**config.mk**
```make
export PLATFORM = sky130hd
export DESIGN_NAME = stream_proc
export DESIGN_NICKNAME = d
export VERILOG_FILES = /design/src/rtl/stream_proc.sv
export SDC_FILE = /design/constraint.sdc
export NUM_CORES = 1
export LEC_CHECK = 0
export BUFFER_PORTS_ARGS = -buffer_cell sky130_fd_sc_hd__buf_2
export CORE_UTILIZATION = 50
export DETAILED_ROUTE_END_ITERATION = 8
export PLACE_DENSITY = 0.74
export SYNTH_ARGS = -nofsm -noshare
export SYNTH_HDL_FRONTEND = slang
export SYNTH_SLANG_ARGS = --single-unit
```
**constraint.sdc**
```tcl
create_clock -name clk -period 13.3 [get_ports clk]
set_input_delay 0.665 -clock clk [delete_from_list [all_inputs] [get_ports clk]]
set_output_delay 0.665 -clock clk [all_outputs]
set_load 0.005 [all_outputs]
```
**src/rtl/stream_proc.sv**
```systemverilog
// Register-file stream processor: instruction/operand words in via valid/ready,
// OUT results presented via valid/ready, with zero/carry flags from the ALU.
module stream_proc #(
   parameter int WIDTH = 16,
   parameter int NREGS = 4
) (
   input  logic             clk,
   input  logic             rst,
   input  logic [WIDTH-1:0] data_in,
   input  logic             in_valid,
   output logic             in_ready,
   output logic [WIDTH-1:0] data_out,
   output logic             out_valid,
   input  logic             out_ready,
   output logic             zero,
   output logic             carry
);

   localparam int IW = $clog2(NREGS);

   typedef enum logic [1:0] {FETCH, EXEC, DATA, OUTW} state_t;

   state_t           r_state;
   state_t           w_next;
   logic [3:0]       r_op;
   logic [IW-1:0]    r_rd;
   logic [IW-1:0]    r_rs1;
   logic [IW-1:0]    r_rs2;
   logic [WIDTH-1:0] r_regs [NREGS];
   logic [WIDTH-1:0] r_dout;
   logic             r_zero;
   logic             r_carry;

   logic [WIDTH-1:0] w_a;
   logic [WIDTH-1:0] w_b;
   logic [WIDTH-1:0] w_res;
   logic [WIDTH:0]   w_sum;
   logic             w_cout;
   logic             w_alu;
   logic             w_wr;
   logic             w_xfer;

   assign in_ready  = (r_state == FETCH) || (r_state == DATA);
   assign out_valid = (r_state == OUTW);
   assign data_out  = r_dout;
   assign zero      = r_zero;
   assign carry     = r_carry;
   assign w_xfer    = in_valid && in_ready;
   assign w_a       = r_regs[r_rs1];
   assign w_b       = r_regs[r_rs2];

   always_comb begin
      w_res  = '0;
      w_sum  = '0;
      w_cout = 1'b0;
      w_alu  = 1'b0;
      case (r_op)
         4'h2: begin
            w_sum  = {1'b0, w_a} + {1'b0, w_b};
            w_res  = w_sum[WIDTH-1:0];
            w_cout = w_sum[WIDTH];
            w_alu  = 1'b1;
         end
         4'h3: begin
            // The extra top bit of the widened difference is the borrow.
            w_sum  = {1'b0, w_a} - {1'b0, w_b};
            w_res  = w_sum[WIDTH-1:0];
            w_cout = w_sum[WIDTH];
            w_alu  = 1'b1;
         end
         4'h4: begin w_res = w_a & w_b; w_alu = 1'b1; end
         4'h5: begin w_res = w_a | w_b; w_alu = 1'b1; end
         4'h6: begin w_res = w_a ^ w_b; w_alu = 1'b1; end
         4'h7: begin w_res = ~w_a;      w_alu = 1'b1; end
         4'h8: begin
            w_res  = {w_a[WIDTH-2:0], 1'b0};
            w_cout = w_a[WIDTH-1];
            w_alu  = 1'b1;
         end
         4'h9: begin
            w_res  = {1'b0, w_a[WIDTH-1:1]};
            w_cout = w_a[0];
            w_alu  = 1'b1;
         end
         4'hB: w_res = w_a;
         default: ;
      endcase
   end

   assign w_wr = (r_state == EXEC) && (w_alu || (r_op == 4'hB));

   always_comb begin
      w_next = r_state;
      case (r_state)
         FETCH: if (in_valid) w_next = EXEC;
         EXEC: begin
            case (r_op)
               4'h1:    w_next = DATA;
               4'hA:    w_next = OUTW;
               default: w_next = FETCH;
            endcase
         end
         DATA: if (in_valid) w_next = FETCH;
         OUTW: if (out_ready) w_next = FETCH;
         default: w_next = FETCH;
      endcase
   end

   always_ff @(posedge clk or negedge rst) begin
      if (!rst) r_state <= FETCH;
      else      r_state <= w_next;
   end

   always_ff @(posedge clk or negedge rst) begin
      if (!rst) begin
         r_op    <= '0;
         r_rd    <= '0;
         r_rs1   <= '0;
         r_rs2   <= '0;
         r_dout  <= '0;
         r_zero  <= 1'b0;
         r_carry <= 1'b0;
         for (int unsigned i = 0; i < NREGS; i++) r_regs[i] <= '0;
      end else begin
         if ((r_state == FETCH) && w_xfer) begin
            r_op  <= data_in[15:12];
            r_rd  <= data_in[8 +: IW];
            r_rs1 <= data_in[4 +: IW];
            r_rs2 <= data_in[0 +: IW];
         end
         if (w_wr)
            r_regs[r_rd] <= w_res;
         else if ((r_state == DATA) && w_xfer)
            r_regs[r_rd] <= data_in;
         if ((r_state == EXEC) && w_alu) begin
            r_zero  <= (w_res == '0);
            r_carry <= w_cout;
         end
         if ((r_state == EXEC) && (r_op == 4'hA))
            r_dout <= w_a;
      end
   end

endmodule

```
==> impl_metrics.env <==
export IMPL_status="finished, final reports clean"
export IMPL_synth_area_leader_cell="dfrtp_1"
export IMPL_viasPerCell=6.53
export IMPL_io_buffers=39
export IMPL_antennaDiodeCount=0
export IMPL_avgSynthCellArea_um2=8.90
export IMPL_synth_common_cells="167 x nand2_1, 94 x dfrtp_1, 60 x o21ai_0, 50 x inv_1, 48 x ha_1"
export IMPL_period_share_pct=34.8
export IMPL_rsz0062_at_grt="false"
export IMPL_syn_nets=912
export IMPL_clk_pin_slew_worst_paths_ns=0.08
export IMPL_fp_dieH_um=124
export IMPL_cts_hold_buffers=0
export IMPL_required_ns=13.53
export IMPL_drt_pass1_iter_count=5
export IMPL_drt_iter0_drc=840
export IMPL_max_slew_margin_pct=32.6
export IMPL_synthTopCellsByArea="dfrtp_1 31%, mux4_2 9.0%, nand2_1 8.4%, ha_1 8.0%, mux2_2 6.2%"
export IMPL_fin_crit_ns=4.63
export IMPL_cts_resized=0
export IMPL_io_pins=40
export IMPL_hold_class="in2async"
export IMPL_clock_path_buffers=2
export IMPL_cts_sinks=94
export IMPL_cts_tree="yes"
export IMPL_maxCapViolations=0
export IMPL_postSynthCellCount=842
export IMPL_nets=923
export IMPL_r2r_slack_ns=8.67
export IMPL_r2r_end="r_regs[15]"
export IMPL_timing_rr_start="r_rs1[1]"
export IMPL_numCtsBuffers=9
export IMPL_fin_skew_ns=0.0126
export IMPL_gp_congestion=0.991
export IMPL_fmax_ghz=0.216
export IMPL_wl_per_cell_um=21.7
export IMPL_grt_pass1_vias=6319
export IMPL_yosys_area_top_type_share_pct=31.4
export IMPL_htreeDepth=3
export IMPL_dieArea_mm2=0.0155
export IMPL_drc=0
export IMPL_crit_fanout=19
export IMPL_ys_types=69
export IMPL_coreArea_mm2=0.0146
export IMPL_finalWirelength_um=22600
export IMPL_rr_worst_depth=12
export IMPL_num_vias=6787
export IMPL_setup_viol=0
export IMPL_worst_slew_pin_slew_ns=1.01
export IMPL_ys_ff_latch=94
export IMPL_critPathKind="reg2reg"
export IMPL_antenna_found_initial=0
export IMPL_grt_total_usage_pct=29.8
export IMPL_dp_hpwl_um=16300
export IMPL_gr_total_overflow=0
export IMPL_die_w_um=124
export IMPL_start_kind="flip-flop"
export IMPL_start_util_pct=51.4
export IMPL_drv_slew=0
export IMPL_cts_setup_buffers=0
export IMPL_yosysWarnings=0
export IMPL_area_delta_synth_final_pct=7.96
export IMPL_synthArstFlopShare_pct=100
export IMPL_cts_root_buf="clkbuf_16"
export IMPL_synth_ff_type="dfrtp_1"
export IMPL_cp_arrival_ns=4.86
export IMPL_clock_latency_ns=0.36
export IMPL_grt_pass1_wl_um=35700
export IMPL_finalHoldViolCount=0
export IMPL_synth_most_common_cell="nand2_1"
export IMPL_drt_antenna_violating_nets=0
export IMPL_fp_row_count=44
export IMPL_grt_max_degree=73
export IMPL_ys_seq_area_share_pct=31.4
export IMPL_cp_end_kind="flip-flop"
export IMPL_synth_edf_count=0
export IMPL_tns_ns=0
export IMPL_synth_area_mm2=0.00750
export IMPL_drive_above_1_share_pct=18.1
-- layout make-up --
type                    count  area (um2)
fillers                  1348        6490
multi-input cells         644        4750
inverters                  52         195
well taps                 184         230
repair buffers             52         295
flip-flops and latches     94        2350
clock inverters             4        32.5
clock buffers              10         239
-- worst max-delay path, stage by stage, from the launching register on --
cell and delay (ns):
dfrtp_1 0.94, mux4_2 0.53, inv_1 0.16, ha_1 0.27
a211oi_1 0.43, o211ai_1 0.26, a31oi_1 0.41, a21oi_1 0.18
a211oi_1 0.34, o21ai_0 0.15, o22a_1 0.25, mux2_2 0.31
mux2_2 0.27
-- per-layer routing --
layer  up-vias  track usage [%]  routed length [um]
met5         -                0                   0
met4         0             13.3                 742
met3        68             5.33                1940
met2       353             45.0               10100
met1      3293             41.6                9770
li1       3073                -                   -
-- flip-flops by register name, indices dropped and copies added, names as in the netlist --
name,count
r_regs,64
data_out,16
r_op,4
r_rd,2
r_rs1,2
r_rs2,2
r_state,2
carry,1
zero,1
-- cell families after synthesis --
group                    Yosys count  synth area share [%]
multiplexers                      93                  18.5
AO/OA/AOI/OAI                    210                  19.0
AND/OR/NAND/NOR                  291                  17.1
buffers and inverters            104                  5.42
flip-flops                        94                  31.4
adder cells (fa/ha/maj)           50                  8.54
-- per-stage QoR --
step,cell area [um2],setup WS [ns],std cells,util [%],hold slack [ns]
detailed placement,7820,8.84,1026,53.6,0.465
CTS,8090,8.84,1040,55.5,0.203
global placement,7820,8.88,1026,53.6,0.456
global route,8090,8.47,1040,55.5,0.218
finish,8090,8.67,1040,55.5,0.199
floorplan,7500,8.91,842,-,0.369
-- worst max-delay path by stage --
stage | startpoint | to | slack, ns | cells past startpoint
2_1_floorplan | r_rs2[0] | r_regs[31] | 8.91 | 14
6_report | r_rs1[1] | r_regs[15] | 8.67 | 12
3_3_place_gp | r_rs1[1] | zero | 8.88 | 14
3_5_place_dp | r_rs1[0] | r_regs[62] | 8.84 | 13
4_1_cts | r_rs1[1] | zero | 8.84 | 14
5_1_grt | r_rs1[0] | zero | 8.47 | 13
-- cell usage in the layout, fill, tap and decap left out, types with 4 or more instances in the layout --
cell         n
a2111oi_0    6
a211oi_1     9
a21o_1       7
a21oi_1     29
a221o_1      5
a221oi_1     6
a22oi_1      6
a31oi_1      8
and2_1       5
and3_1       5
buf_2       38
buf_4       14
clkbuf_16    9
dfrtp_1     94
ha_1        48
inv_1       50
mux2_2      41
mux2i_1     18
mux4_2      30
nand2_1    167
nand2b_1     9
nand3_1     10
nor2_1      43
nor2b_1     11
nor3_1      14
nor4_1       4
o211ai_1    14
o21ai_0     60
o21bai_1     4
o221ai_1     4
o22ai_1     10
o31ai_1      8
or2_2        4
or3_1        5
Power is left out: the tool's default activity adds up to more than one toggle a clock period on the data nets, which glitch-free logic cannot reach.
